`config.mk`:
```
export PLATFORM = sky130hd
export DESIGN_NAME = riscv_lsu_ctrl
export DESIGN_NICKNAME = d
export VERILOG_FILES = /design/src/rtl/riscv_lsu_ctrl.sv
export SDC_FILE = /design/constraint.sdc
export NUM_CORES = 1
export LEC_CHECK = 0
export BUFFER_PORTS_ARGS = -buffer_cell sky130_fd_sc_hd__buf_2
export CORE_ASPECT_RATIO = 0.6
export CORE_MARGIN = 2
export CORE_UTILIZATION = 35
export CTS_CLUSTER_DIAMETER = 200
export DETAILED_ROUTE_END_ITERATION = 10
export GPL_TIMING_DRIVEN = 0
export HOLD_SLACK_MARGIN = 0.03
export SYNTH_ARGS = -nofsm -noshare
export SYNTH_HDL_FRONTEND = slang
export SYNTH_SLANG_ARGS = --single-unit
```
`constraint.sdc`:
```
create_clock -name clk -period 2.48 [get_ports clk]
set_input_delay 0.496 -clock clk [delete_from_list [all_inputs] [get_ports clk]]
set_output_delay 0.496 -clock clk [all_outputs]
set_load 0.01 [all_outputs]
```
`src/rtl/riscv_lsu_ctrl.sv`:
```
// RV32I load/store sequencer: drives a req/gnt/rvalid data port, aligns stores, extends loads.
// Define LSU_TIMEOUT_EN to add a REQ+WAIT watchdog that ends the access with bus_err_o.
module riscv_lsu_ctrl #(
  parameter int unsigned ADDR_W      = 32,
  parameter int unsigned TIMEOUT_CYC = 16
) (
  input  logic              clk,
  input  logic              reset_n,
  input  logic              mem_en_i,
  input  logic              mem_wr_i,
  input  logic [1:0]        mem_size_i,
  input  logic              mem_zext_i,
  input  logic [ADDR_W-1:0] addr_i,
  input  logic [31:0]       wdata_i,
  output logic              stall_o,
  output logic [31:0]       rdata_o,
  output logic              rdata_vld_o,
  output logic              misalign_o,
  output logic              bus_err_o,
  output logic              dmem_req_o,
  output logic              dmem_we_o,
  output logic [ADDR_W-1:0] dmem_addr_o,
  output logic [3:0]        dmem_be_o,
  output logic [31:0]       dmem_wdata_o,
  input  logic              dmem_gnt_i,
  input  logic              dmem_rvalid_i,
  input  logic [31:0]       dmem_rdata_i
);

  typedef enum logic [1:0] {StIdle, StReq, StWait, StDone} state_e;

  state_e            state_q, state_d;
  logic              wr_q, wr_d;
  logic [1:0]        size_q, size_d;
  logic              zext_q, zext_d;
  logic [ADDR_W-1:0] addr_q, addr_d;
  logic [3:0]        be_q, be_d;
  logic [31:0]       wdata_q, wdata_d;
  logic              err_q, err_d;
  logic [31:0]       rdata_q, rdata_d;

  logic              cmd_bad;
  logic [3:0]        cmd_be;
  logic [31:0]       cmd_wdata;
  logic [31:0]       ld_shift, ld_data;
  logic              timeout_hit;
  logic              timed_out;

  // Command decode from the live inputs, registered on acceptance in StIdle.
  always_comb begin
    cmd_bad   = 1'b0;
    cmd_be    = 4'b1111;
    cmd_wdata = wdata_i;
    unique case (mem_size_i)
      2'b00: begin
        cmd_be    = 4'b0001 << addr_i[1:0];
        cmd_wdata = {4{wdata_i[7:0]}};
      end
      2'b01: begin
        cmd_bad   = addr_i[0];
        cmd_be    = 4'b0011 << addr_i[1:0];
        cmd_wdata = {2{wdata_i[15:0]}};
      end
      2'b10:   cmd_bad = |addr_i[1:0];
      default: cmd_bad = 1'b1;
    endcase
  end

  always_comb begin
    ld_shift = dmem_rdata_i >> {addr_q[1:0], 3'b000};
    unique case (size_q)
      2'b00:   ld_data = zext_q ? {24'h0, ld_shift[7:0]} : {{24{ld_shift[7]}}, ld_shift[7:0]};
      2'b01:   ld_data = zext_q ? {16'h0, ld_shift[15:0]} : {{16{ld_shift[15]}}, ld_shift[15:0]};
      default: ld_data = ld_shift;
    endcase
  end

  always_comb begin
    state_d = state_q;
    wr_d    = wr_q;
    size_d  = size_q;
    zext_d  = zext_q;
    addr_d  = addr_q;
    be_d    = be_q;
    wdata_d = wdata_q;
    err_d   = err_q;
    rdata_d = rdata_q;
    unique case (state_q)
      StIdle: begin
        if (mem_en_i) begin
          wr_d    = mem_wr_i;
          size_d  = mem_size_i;
          zext_d  = mem_zext_i;
          addr_d  = addr_i;
          be_d    = cmd_be;
          wdata_d = cmd_wdata;
          err_d   = cmd_bad;
          state_d = cmd_bad ? StDone : StReq;
        end
      end
      StReq: begin
        if (dmem_gnt_i) state_d = wr_q ? StDone : StWait;
        else if (timeout_hit) state_d = StDone;
      end
      StWait: begin
        if (dmem_rvalid_i) begin
          rdata_d = ld_data;
          state_d = StDone;
        end else if (timeout_hit) begin
          state_d = StDone;
        end
      end
      StDone:  state_d = StIdle;
      default: state_d = StIdle;
    endcase
  end

  always_ff @(posedge clk or negedge reset_n) begin
    if (!reset_n) begin
      state_q <= StIdle;
      wr_q    <= 1'b0;
      size_q  <= 2'b00;
      zext_q  <= 1'b0;
      addr_q  <= '0;
      be_q    <= 4'h0;
      wdata_q <= 32'h0;
      err_q   <= 1'b0;
      rdata_q <= 32'h0;
    end else begin
      state_q <= state_d;
      wr_q    <= wr_d;
      size_q  <= size_d;
      zext_q  <= zext_d;
      addr_q  <= addr_d;
      be_q    <= be_d;
      wdata_q <= wdata_d;
      err_q   <= err_d;
      rdata_q <= rdata_d;
    end
  end

`ifdef LSU_TIMEOUT_EN
  localparam int unsigned CntW = (TIMEOUT_CYC > 1) ? $clog2(TIMEOUT_CYC) : 1;

  logic [CntW-1:0] cnt_q, cnt_d;
  logic            to_q, to_d;

  assign timeout_hit = ((state_q == StReq && !dmem_gnt_i) || (state_q == StWait && !dmem_rvalid_i))
                       && (cnt_q == CntW'(TIMEOUT_CYC - 1));

  always_comb begin
    cnt_d = cnt_q;
    to_d  = to_q;
    if (state_q == StIdle && mem_en_i) begin
      cnt_d = '0;
      to_d  = 1'b0;
    end else if (state_q == StReq || state_q == StWait) begin
      cnt_d = cnt_q + 1'b1;
      if (timeout_hit) to_d = 1'b1;
    end
  end

  always_ff @(posedge clk or negedge reset_n) begin
    if (!reset_n) begin
      cnt_q <= '0;
      to_q  <= 1'b0;
    end else begin
      cnt_q <= cnt_d;
      to_q  <= to_d;
    end
  end

  assign timed_out = to_q;
  assign bus_err_o = (state_q == StDone) && to_q;
`else
  logic unused_timeout_cfg;
  assign unused_timeout_cfg = ^TIMEOUT_CYC;
  assign timeout_hit        = 1'b0;
  assign timed_out          = 1'b0;
  assign bus_err_o          = 1'b0;
`endif

  // Stall is combinational in StIdle so the core freezes in the same cycle it issues.
  assign stall_o      = (state_q == StIdle && mem_en_i) || state_q == StReq || state_q == StWait;
  assign dmem_req_o   = (state_q == StReq);
  assign dmem_we_o    = wr_q;
  assign dmem_addr_o  = {addr_q[ADDR_W-1:2], 2'b00};
  assign dmem_be_o    = be_q;
  assign dmem_wdata_o = wdata_q;
  assign rdata_o      = rdata_q;
  assign rdata_vld_o  = (state_q == StDone) && !wr_q && !err_q && !timed_out;
  assign misalign_o   = (state_q == StDone) && err_q;

endmodule
```
==> results.txt <==
Lkg Pwr: 0.00345 uW
vias in the first global route: 4310
simple-gate share of the synthesized area: 7.38%
# Max-Cap Violations: 0
Antenna Nets Post-Route: 0
die area: 15900 um^2
clk slew on worst S/H paths: 70 ps
Slowest Stage Delay on Critical Path: 410 ps
I/O Buffers: 205
Synth Area per Inst: 11.2 um^2
Comb pwr share: 46.4%
vias per std cell: 4.82
CP max FO: 23
critical path capture point type: output port
Non-Filler Instances: 886
area grow syn2layout: 30.9%
fmax: 452 MHz
YS warnings: 0
DRC: 0
Root Driver: clkbuf_16
cts bufs inserted: 9
post-CTS setup buffer count: 0
dpl cell area: 6520 um^2
# rows: 34
Hold Crit Class: in -> async
commonest register cell after synthesis: dfrtp_1
Compound-Gate Fraction of Synth Area: 12.4%
Clock Power Share: 17.3%
initial core utilization: 35.9%
TritonCTS clock tree: yes
Initial DRC Count: 165
critical path arrival: 1720 ps
worst vdd ir: 478 uV
Core Util, Final: 47.0%
pin count of the biggest net entering global routing: 72
total power: 8350 uW
Post-synth ARST share: 100%
unrepaired setup endpoints after global routing: no
Critical Path, Cell by Cell: inv_1 > ha_1 > nand2_2 > nand3_1 > buf_2
switching power: 3070 uW
GRT Util Overall: 18.6%
number of synthesized flops with an enable pin: 0
Hold Buf Count CTS: 0
Final period util: 89.2%
Synth area leaders: dfrtp_1, mux2_2, mux2i_1, buf_4, o21ai_0
placed cell count: 872
Fillers: 1401
startpoint types: flop
Final setup viols: 0
height of the die: 98.5 um
Layout Nets: 793
initial antenna violation count: 0
Rel. slew slack: 59.9%
WS Path Type: reg -> out
Synth cell types: 39
Clock Skew: 13.7 ps
Reg power frac: 36.3%
Design Area, Final: 6810 um^2
drt first pass iters: 4
sequential area share after synthesis: 51.4%
I/O pins: 211
Synth top cells by count: dfrtp_1, mux2_2, nand2_1
main combinational cell family by area after synthesis: multiplexers
Horiz. Die Dim: 161 um
share of the synthesized area in the top cell type: 51.4%
ant diodes: 0
first-pass GRT wire length: 23200 um
aggregate routed wire length: 14600 um
Placer Congestion: 0.869
Mapped Cells: 466
multiplexer share of the synthesized area: 19.6%
Critical Path RT: 1980 ps
Num Clock Sinks: 107
Slew @ Worst Pin: 602 ps
htree depth: 3
count leader, synth: dfrtp_1
share of cells above drive strength 1: 48.1%
Final min period: 2210 ps
wire per inst: 16.5 um
Clock Path Buffers: 2
vias: 4269
Int Pwr: 5280 uW
pwr dens: 1230 nW/um^2
net switching share of the total power: 36.8%
crit path max-delay cell type: dfrtp_1
XOR/XNOR Fraction of Synth Area: 0%
Seq cells post-synth: 107
crit-path leading delay family: simple AND/OR/NAND/NOR gates
Final Max Tran Viols: 0
grt total ovfl: 0
endpoints failing hold: 0
adder-cell share of the synthesized area: 1.20%
synthesized area: 5210 um^2
HPWL Detailed: 11700 um
core area: 14500 um^2
CP Buf/Inv Count: 2
cell accounting for the most synthesized area: dfrtp_1
worst skew pair latency: 340 ps
outcome: complete, no violations
==> cell families after synthesis <==
group           count (synthesis)
buf+inv                        70
compound gates                 98
simple gates                   91
other cells                     1
flops                         107
fa+ha+maj                       5
mux                            94
==> cell usage in the layout (no fill, tap or decap), types with 6 or more instances in the layout <==
cell type,count
o2bb2ai_1,8
clkbuf_16,9
inv_1,6
nor2_1,29
o21ai_0,39
a221o_1,10
nand2_1,47
mux2i_1,41
a221o_2,6
dfrtp_1,107
buf_4,34
mux2_2,52
buf_2,213
a21oi_1,25
clkbuf_1,15
==> per-stage QoR <==
step                      hold slack, ps  worst slack [ps]  TNS [ps]
after CTS                            130               213         0
after floorplan                      200               490         0
final                                124               268         0
after global routing                 143               103         0
after global placement               462              -319    -32650
after detailed placement             468              -254      -254
==> final timing paths <==
check                        startpoint            to  slack (ps)  depth (start not counted)
min                             reset_n    addr_q[16]         120                          1
min reg2reg                dmem_be_o[3]  dmem_be_o[3]         470                          2
max                          state_q[0]       stall_o         270                          5
max in group asynchronous       reset_n   rdata_o[29]        1620                          2
max reg2reg                  state_q[0]   rdata_o[28]         290                          7
min in group clk             addr_i[16]    addr_q[16]         380                          2
==> layout make-up <==
cell class	count	area [um^2]	share of cell area, %
Inverter	6	22.5	0.331
Buffer	62	383	5.62
Tap cell	198	248	3.64
Clock buffer	10	229	3.36
Sequential cell	107	2680	39.3
Timing Repair Buffer	206	1060	15.5
Clock inverter	6	71.3	1.05
Multi-Input combinational cell	291	2130	31.2
==> per-layer routing <==
layer	vias up	wire length, um	global-route usage, %
li1	2031	-	-
met1	2071	6960	27.0
met2	158	6390	27.8
met3	9	1200	5.98
met4	0	88	2.88
met5	-	0	0
==> power by group through the flow <==
stage	combinational, uW	sequential [uW]	clock (uW)
2_1_floorplan	2240	3230	0
3_3_place_gp	3840	3030	0
3_5_place_dp	3910	3070	0
4_1_cts	3910	3040	1510
5_1_grt	4260	3150	1580
6_report	3870	3030	1450
==> registers in the layout (all words and copies together) (netlist names) <==
register / cells
dmem_wdata_o: 32
rdata_o: 32
state_q: 2
err_q: 1
size_q: 2
dmem_be_o: 4
addr_q: 32
dmem_we_o: 1
zext_q: 1
==> timing repair <==
item,in CTS,in global routing
resized for setup,1,0
setup endpoints to repair,1,0
hold endpoints to repair,0,0
(Power assumes the default switching activity.)
